<file path="config.mk">
export PLATFORM = sky130hd
export DESIGN_NAME = output_write_scheduler
export DESIGN_NICKNAME = d
export VERILOG_FILES = /design/src/rtl/output_write_scheduler_pkg.sv /design/src/rtl/output_write_scheduler_fifo.sv /design/src/rtl/output_write_scheduler.sv
export SDC_FILE = /design/constraint.sdc
export NUM_CORES = 1
export LEC_CHECK = 0
export CORE_MARGIN = 2
export CORE_UTILIZATION = 56
export DETAILED_ROUTE_END_ITERATION = 10
export MAX_ROUTING_LAYER = met4
export PLACE_DENSITY = 0.9
export SYNTH_ARGS = -nofsm -noshare
export SYNTH_HDL_FRONTEND = slang
export SYNTH_SLANG_ARGS = --single-unit
export TNS_END_PERCENT = 50
</file>
<file path="constraint.sdc">
create_clock -name clk -period 3.27 [get_ports clk]
set_clock_uncertainty 0.15 [all_clocks]
set_input_delay 0.4905 -clock clk [delete_from_list [all_inputs] [get_ports clk]]
set_output_delay 0.4905 -clock clk [all_outputs]
set_load 0.01 [all_outputs]
</file>
<file path="src/rtl/output_write_scheduler_pkg.sv">
// Shared definitions for the output-SRAM write scheduler: state encoding,
// pixel-per-word derivation and the header word layout.
package output_write_scheduler_pkg;

  typedef enum logic [2:0] {
    ST_IDLE  = 3'd0,
    ST_HDR   = 3'd1,
    ST_RUN   = 3'd2,
    ST_FLUSH = 3'd3,
    ST_DONE  = 3'd4
  } state_t;

  // Number of result pixels packed into one SRAM word.
  function automatic int pack_of(input int word_w, input int res_w);
    return word_w / res_w;
  endfunction

  // Header word: rows in the upper dimension field, columns in the lower one,
  // zero-extended; the caller truncates to the SRAM word width.
  function automatic logic [31:0] hdr_word(input logic [15:0] nrows,
                                           input logic [15:0] ncols,
                                           input int          dim_w);
    return (32'(nrows) << dim_w) | 32'(ncols);
  endfunction

endpackage

</file>
<file path="src/rtl/output_write_scheduler_fifo.sv">
// Small result-pixel FIFO between the convolution modules and the packer.
// Read data is presented combinationally from the head entry.
module result_fifo #(
  parameter int RES_W  = 8,
  parameter int FIFO_D = 4
) (
  input  logic             clk,
  input  logic             reset_b,
  input  logic             push,
  input  logic [RES_W-1:0] din,
  input  logic             pop,
  output logic [RES_W-1:0] dout,
  output logic             full,
  output logic             empty
);

  localparam int AW = $clog2(FIFO_D);

  logic [RES_W-1:0] mem [FIFO_D];
  logic [AW:0]      wr_ptr;
  logic [AW:0]      rd_ptr;

  // Pointer update; the extra MSB distinguishes full from empty.
  always_ff @(posedge clk) begin
    if (reset_b) begin
      wr_ptr <= '0;
      rd_ptr <= '0;
    end else begin
      if (push) wr_ptr <= wr_ptr + 1'b1;
      if (pop)  rd_ptr <= rd_ptr + 1'b1;
    end
  end

  // Storage write; contents need no reset since the pointers gate visibility.
  always_ff @(posedge clk) begin
    if (push) mem[wr_ptr[AW-1:0]] <= din;
  end

  assign dout  = mem[rd_ptr[AW-1:0]];
  assign empty = (wr_ptr == rd_ptr);
  assign full  = (wr_ptr[AW] != rd_ptr[AW]) && (wr_ptr[AW-1:0] == rd_ptr[AW-1:0]);

endmodule

</file>
<file path="src/rtl/output_write_scheduler.sv">
// Output-SRAM write scheduler: header word, pixel packing into SRAM words,
// zero-padded row-end flush and a done pulse per matrix.
module output_write_scheduler
  import output_write_scheduler_pkg::*;
#(
  parameter int RES_W  = 8,
  parameter int WORD_W = 16,
  parameter int ADDR_W = 12,
  parameter int DIM_W  = 8,
  parameter int FIFO_D = 4
) (
  input  logic              clk,
  input  logic              reset_b,
  input  logic              start,
  input  logic [DIM_W-1:0]  out_nrows,
  input  logic [DIM_W-1:0]  out_ncols,
  input  logic              res_valid,
  input  logic [RES_W-1:0]  res_data,
  output logic              res_ready,
  output logic              dut_sram_write_enable,
  output logic [ADDR_W-1:0] dut_sram_write_address,
  output logic [WORD_W-1:0] dut_sram_write_data,
  output logic              busy,
  output logic              done
);

  localparam int PACK = pack_of(WORD_W, RES_W);
  localparam int PW   = (PACK > 1) ? $clog2(PACK) : 1;

  state_t             state, state_nxt;
  logic [DIM_W-1:0]   nrows_q, ncols_q, row_q, col_q;
  logic [PW-1:0]      pack_cnt;
  logic [WORD_W-1:0]  pack_q, pack_nxt;
  logic [WORD_W-1:0]  word_p1;
  logic               vld_p1;
  logic               last_pix_q;
  logic [ADDR_W-1:0]  wad;

  logic               fifo_full, fifo_empty, push, pop;
  logic [RES_W-1:0]   fifo_dout;
  logic               last_col, last_row, word_full, hdr_en, flush_en;

  result_fifo #(.RES_W(RES_W), .FIFO_D(FIFO_D)) u_fifo (
    .clk     (clk),
    .reset_b (reset_b),
    .push    (push),
    .din     (res_data),
    .pop     (pop),
    .dout    (fifo_dout),
    .full    (fifo_full),
    .empty   (fifo_empty)
  );

  assign push      = res_valid && res_ready;
  assign pop       = (state == ST_RUN) && !fifo_empty && !last_pix_q;
  assign last_col  = (col_q == ncols_q - 1'b1);
  assign last_row  = (row_q == nrows_q - 1'b1);
  assign word_full = (pack_cnt == PW'(PACK - 1));
  assign hdr_en    = (state == ST_HDR);
  assign flush_en  = (state == ST_FLUSH);

  // Drop the popped pixel into its lane; lane 0 sits in the LSBs.
  always_comb begin
    pack_nxt = pack_q;
    pack_nxt[int'(pack_cnt)*RES_W +: RES_W] = fifo_dout;
  end

  // State register.
  always_ff @(posedge clk) begin
    if (reset_b) state <= ST_IDLE;
    else         state <= state_nxt;
  end

  // Next-state logic; after the final pixel, RUN lingers one cycle so the
  // last full word is written before DONE.
  always_comb begin
    state_nxt = state;
    case (state)
      ST_IDLE:  if (start) state_nxt = ST_HDR;
      ST_HDR:   state_nxt = (out_dims_zero()) ? ST_DONE : ST_RUN;
      ST_RUN: begin
        if (last_pix_q)                          state_nxt = ST_DONE;
        else if (pop && last_col && !word_full)  state_nxt = ST_FLUSH;
      end
      ST_FLUSH: state_nxt = last_pix_q ? ST_DONE : ST_RUN;
      ST_DONE:  state_nxt = ST_IDLE;
      default:  state_nxt = ST_IDLE;
    endcase
  end

  function automatic logic out_dims_zero();
    return (nrows_q == '0) || (ncols_q == '0);
  endfunction

  // Output decode: header, flush and registered full word never overlap.
  always_comb begin
    dut_sram_write_enable  = hdr_en || flush_en || vld_p1;
    dut_sram_write_address = dut_sram_write_enable ? wad : '0;
    if (hdr_en)        dut_sram_write_data = WORD_W'(hdr_word(16'(nrows_q), 16'(ncols_q), DIM_W));
    else if (flush_en) dut_sram_write_data = pack_q;
    else if (vld_p1)   dut_sram_write_data = word_p1;
    else               dut_sram_write_data = '0;
    res_ready = !fifo_full && (hdr_en || flush_en || (state == ST_RUN));
    busy      = (state != ST_IDLE);
    done      = (state == ST_DONE);
  end

  // Control and packing state; row/col advance at the pop of the last column.
  always_ff @(posedge clk) begin
    if (reset_b) begin
      nrows_q    <= '0;
      ncols_q    <= '0;
      row_q      <= '0;
      col_q      <= '0;
      pack_cnt   <= '0;
      pack_q     <= '0;
      vld_p1     <= 1'b0;
      last_pix_q <= 1'b0;
      wad        <= '0;
    end else begin
      vld_p1 <= pop && word_full;
      if (dut_sram_write_enable) wad <= wad + 1'b1;
      if ((state == ST_IDLE) && start) begin
        nrows_q    <= out_nrows;
        ncols_q    <= out_ncols;
        row_q      <= '0;
        col_q      <= '0;
        pack_cnt   <= '0;
        pack_q     <= '0;
        last_pix_q <= 1'b0;
      end
      if (pop) begin
        if (word_full) begin
          pack_q   <= '0;
          pack_cnt <= '0;
        end else begin
          pack_q   <= pack_nxt;
          pack_cnt <= pack_cnt + 1'b1;
        end
        if (last_col) begin
          col_q <= '0;
          row_q <= row_q + 1'b1;
          if (last_row) last_pix_q <= 1'b1;
        end else begin
          col_q <= col_q + 1'b1;
        end
      end
      if (flush_en) begin
        pack_q   <= '0;
        pack_cnt <= '0;
      end
    end
  end

  // p0 -> p1: completed word captured for the following write cycle.
  always_ff @(posedge clk) begin
    if (pop && word_full) word_p1 <= pack_nxt;
  end

endmodule
</file>
==> results.ini, run 1 <==
[critical_path]
start_kind = register
crit_slowest_cell = clkdlybuf4s50_1
path_cells = nand2b_2 -> buf_4 -> nand3_1 -> o21ai_0 -> clkdlybuf4s50_1
critical_path_class = reg -> out
endpoint_kind = primary output
crit_family = buffers and inverters
crit_path_max_incr_delay_ns = 0.61
crit_required_ns = 2.63
crit_arrival_ns = 2.53
cp.buffers_inverters = 2
worstPathMaxFanout = 20

[global_route]
grt_antenna_before_repair = 0
grt_pass1_vias = 4599
grt_usage = 0.275
grt_start_max_net_pins = 50
grt_pass1_wl_mm = 23.0
gr-total-overflow = 0

[detailed_routing]
vias = 4705
drc_errors = 0
drt.antenna.violating_nets = 0
drt-total-wl_mm = 14.2
dr.pass1.iters = 5
viasPerCell = 5.99
wl_per_cell_um = 18.1
first_iter_violations = 490

[synthesis]
synthTopCellsByArea = dfxtp_1, edfxtp_1, nand2_1
ys_seq_elements = 122
synth_top_family_by_area = simple AND/OR/NAND/NOR gates
synth_most_common_cell = dfxtp_1
yosysTopAreaCell = dfxtp_1
synth_edf_count = 48
synth_common_cells = dfxtp_1, nand2_1, nor2_1, edfxtp_1, a21oi_1
synth_top_cell_area_share = 0.257
async_flop_share = 0
synthMuxAreaShare = 0.0746
ys_seq_area_frac = 0.506
synth_fa_ha_area_frac = 0.0238
synth_nets = 616
syn_avg_cell_area_um2 = 10.0
syn_area_mm2 = 0.00577
synth_xor_area_frac = 0.0653
synth_cells = 577
synth_compound_area_frac = 0.102
ys.flop_type = dfxtp_1
yosys_warnings = 0
synth-simple-area-share = 0.199
ys_types = 53

[timing]
hold_viol = 0
whs_ns = 0.341
rsz0062_at_grt = no
fin_crit_sh = 0.969
finalCriticalPeriod_ns = 3.17
final-max-slew-violation-count = 0
timing.slew.headroom = 0.363
fin_setup_tns_ns = 0
worst_slack_ns = 0.100
fmax_mhz = 315
worst_pin_slew_ns = 0.955
setup_viol = 0

[place]
pre_cts_slack_ns = 0.532
dpl.cell_count = 754
io_buffers = 59
place.gp.congestion = 0.990
hpwl_mm = 9.12

[flow_run]
cap_violations = 0

[clock_network]
cts_resized = 1
clockBufferDepth = 2
cts.htree.levels = 4
cts_tree = done
cts-buffers-inserted = 17
clock-root-buffer = clkbuf_8
cts_hold_buf = 0
post-cts-setup-buffers = 0
clkTransAtPathRegs_ns = 0.06
cts_sinks = 122
clock_latency_ns = 0.53

[floorplan]
die_h_um = 106
initial_core_util = 0.567
die_area_mm2 = 0.0111
rows = 37
core-area_mm2 = 0.0102
io_pins = 60
die_w_um = 106

[status]
outcome = complete, no violations

[finish]
nets = 676
antenna_cells = 0
syn2layout_area_growth_pct = 22.8
layout-drive-gt1-share = 0.109
fillers = 687
stdcell_count = 786

[power_and_ir_drop]
peakVddDrop_v = 0.000360
power.density_mw_per_mm2 = 545
p_leak_uw = 0.00255
finalPower_uw = 3860

[worst_hold_path]
hold_path.class = reg -> reg

## placed cells by master, fill, tap and decap left out, types with 8 or more instances in the layout
| cell type | synthesis | routed |
|---|---|---|
| buf_4 | 0 | 11 |
| inv_1 | 14 | 14 |
| mux2i_1 | 16 | 16 |
| clkbuf_16 | 0 | 16 |
| nand2_1 | 70 | 70 |
| clkdlybuf4s50_1 | 0 | 58 |
| xnor2_1 | 26 | 26 |
| xor2_1 | 17 | 17 |
| nand2b_1 | 16 | 15 |
| and3_1 | 11 | 11 |
| mux2_2 | 8 | 8 |
| nor2_1 | 54 | 54 |
| and2_1 | 20 | 20 |
| o21ai_0 | 25 | 25 |
| mux4_2 | 8 | 8 |
| nand3_1 | 27 | 27 |
| ha_1 | 11 | 11 |
| dfxtp_1 | 74 | 74 |
| edfxtp_1 | 48 | 48 |
| a31oi_1 | 13 | 13 |
| a21oi_1 | 30 | 30 |
## cells by family after synthesis
kind of cell               Yosys count
and+or+nand+nor                    233
muxes                               32
xor gates and xnor gates            43
buffers and inverters               43
adders and majority gates           11
AOI/OAI and AO/OA                   93
DFF                                122
## path summary, 6_finish.rpt
path                            depth (start not counted)                     startpoint                      end  slack (ns)
worst max-delay path                                    5          state[2]$_SDFFE_PP0P_  dut_sram_write_data[14]        0.10
worst min-delay path                                    2          pack_cnt$_SDFFE_PP0P_        vld_p1$_SDFF_PP0_        0.34
worst max register to register                          8  u_fifo.wr_ptr[0]$_SDFFE_PP0P_  pack_q[15]$_SDFFE_PP0P_        0.56
worst min register to register                          2          pack_cnt$_SDFFE_PP0P_        vld_p1$_SDFF_PP0_        0.34
## layout make-up
class	count	area [µm²]	share of cell area
Timing Repair Buffer	70	668	0.0943
Clock inverter	14	173	0.0244
Tap cell	136	170	0.0240
Inverter	14	52.6	0.00742
Multi-Input combinational cell	412	2680	0.379
Sequential cell	122	2920	0.412
Clock buffer	18	418	0.0590
## sequential cells by signal, summed over array words and instances, names as in the netlist, 8 cells and up, named ones only
signal      count
row_q           8
u_fifo.mem     32
ncols_q         8
wad            12
col_q           8
word_p1        16
nrows_q         8
pack_q         16
## power by group
group          internal [µW]  leakage (µW)  switching (µW)
combinational            156       0.00125             203
sequential              1610       0.00102            38.5
clock                   1160      0.000287             693
total                   2930       0.00255             934
## worst min-delay path, cell delays in order, from the launching register on
cell	delay (ns)
dfxtp_1	0.31
nand2_1	0.09
nor2_1	0.04
## per-stage QoR
| step | cell area, µm² | util |
|---|---|---|
| 2_1_floorplan | 5770 | - |
| 3_5_place_dp | 6490 | 0.638 |
| 6_report | 7090 | 0.696 |
| 4_1_cts | 7090 | 0.696 |
| 5_1_grt | 7090 | 0.696 |
| 3_3_place_gp | 6490 | 0.638 |
## routing by layer
| layer | track usage | vias up | part of all wire |
|---|---|---|---|
| met5 | - | - | 0 |
| met4 | 0.112 | 0 | 0.027 |
| met3 | 0.0643 | 39 | 0.074 |
| met2 | 0.445 | 228 | 0.49 |
| met1 | 0.333 | 2280 | 0.41 |
| li1 | - | 2158 | - |
No activity file was read; power rests on OpenSTA's default activity.
==> run 2, diff against run 1 <==
Settings changed: GPL_TIMING_DRIVEN from default to 1.
==> results of run 2 <==
No change in the layout: final DEF, timing and power equal those of run 1.
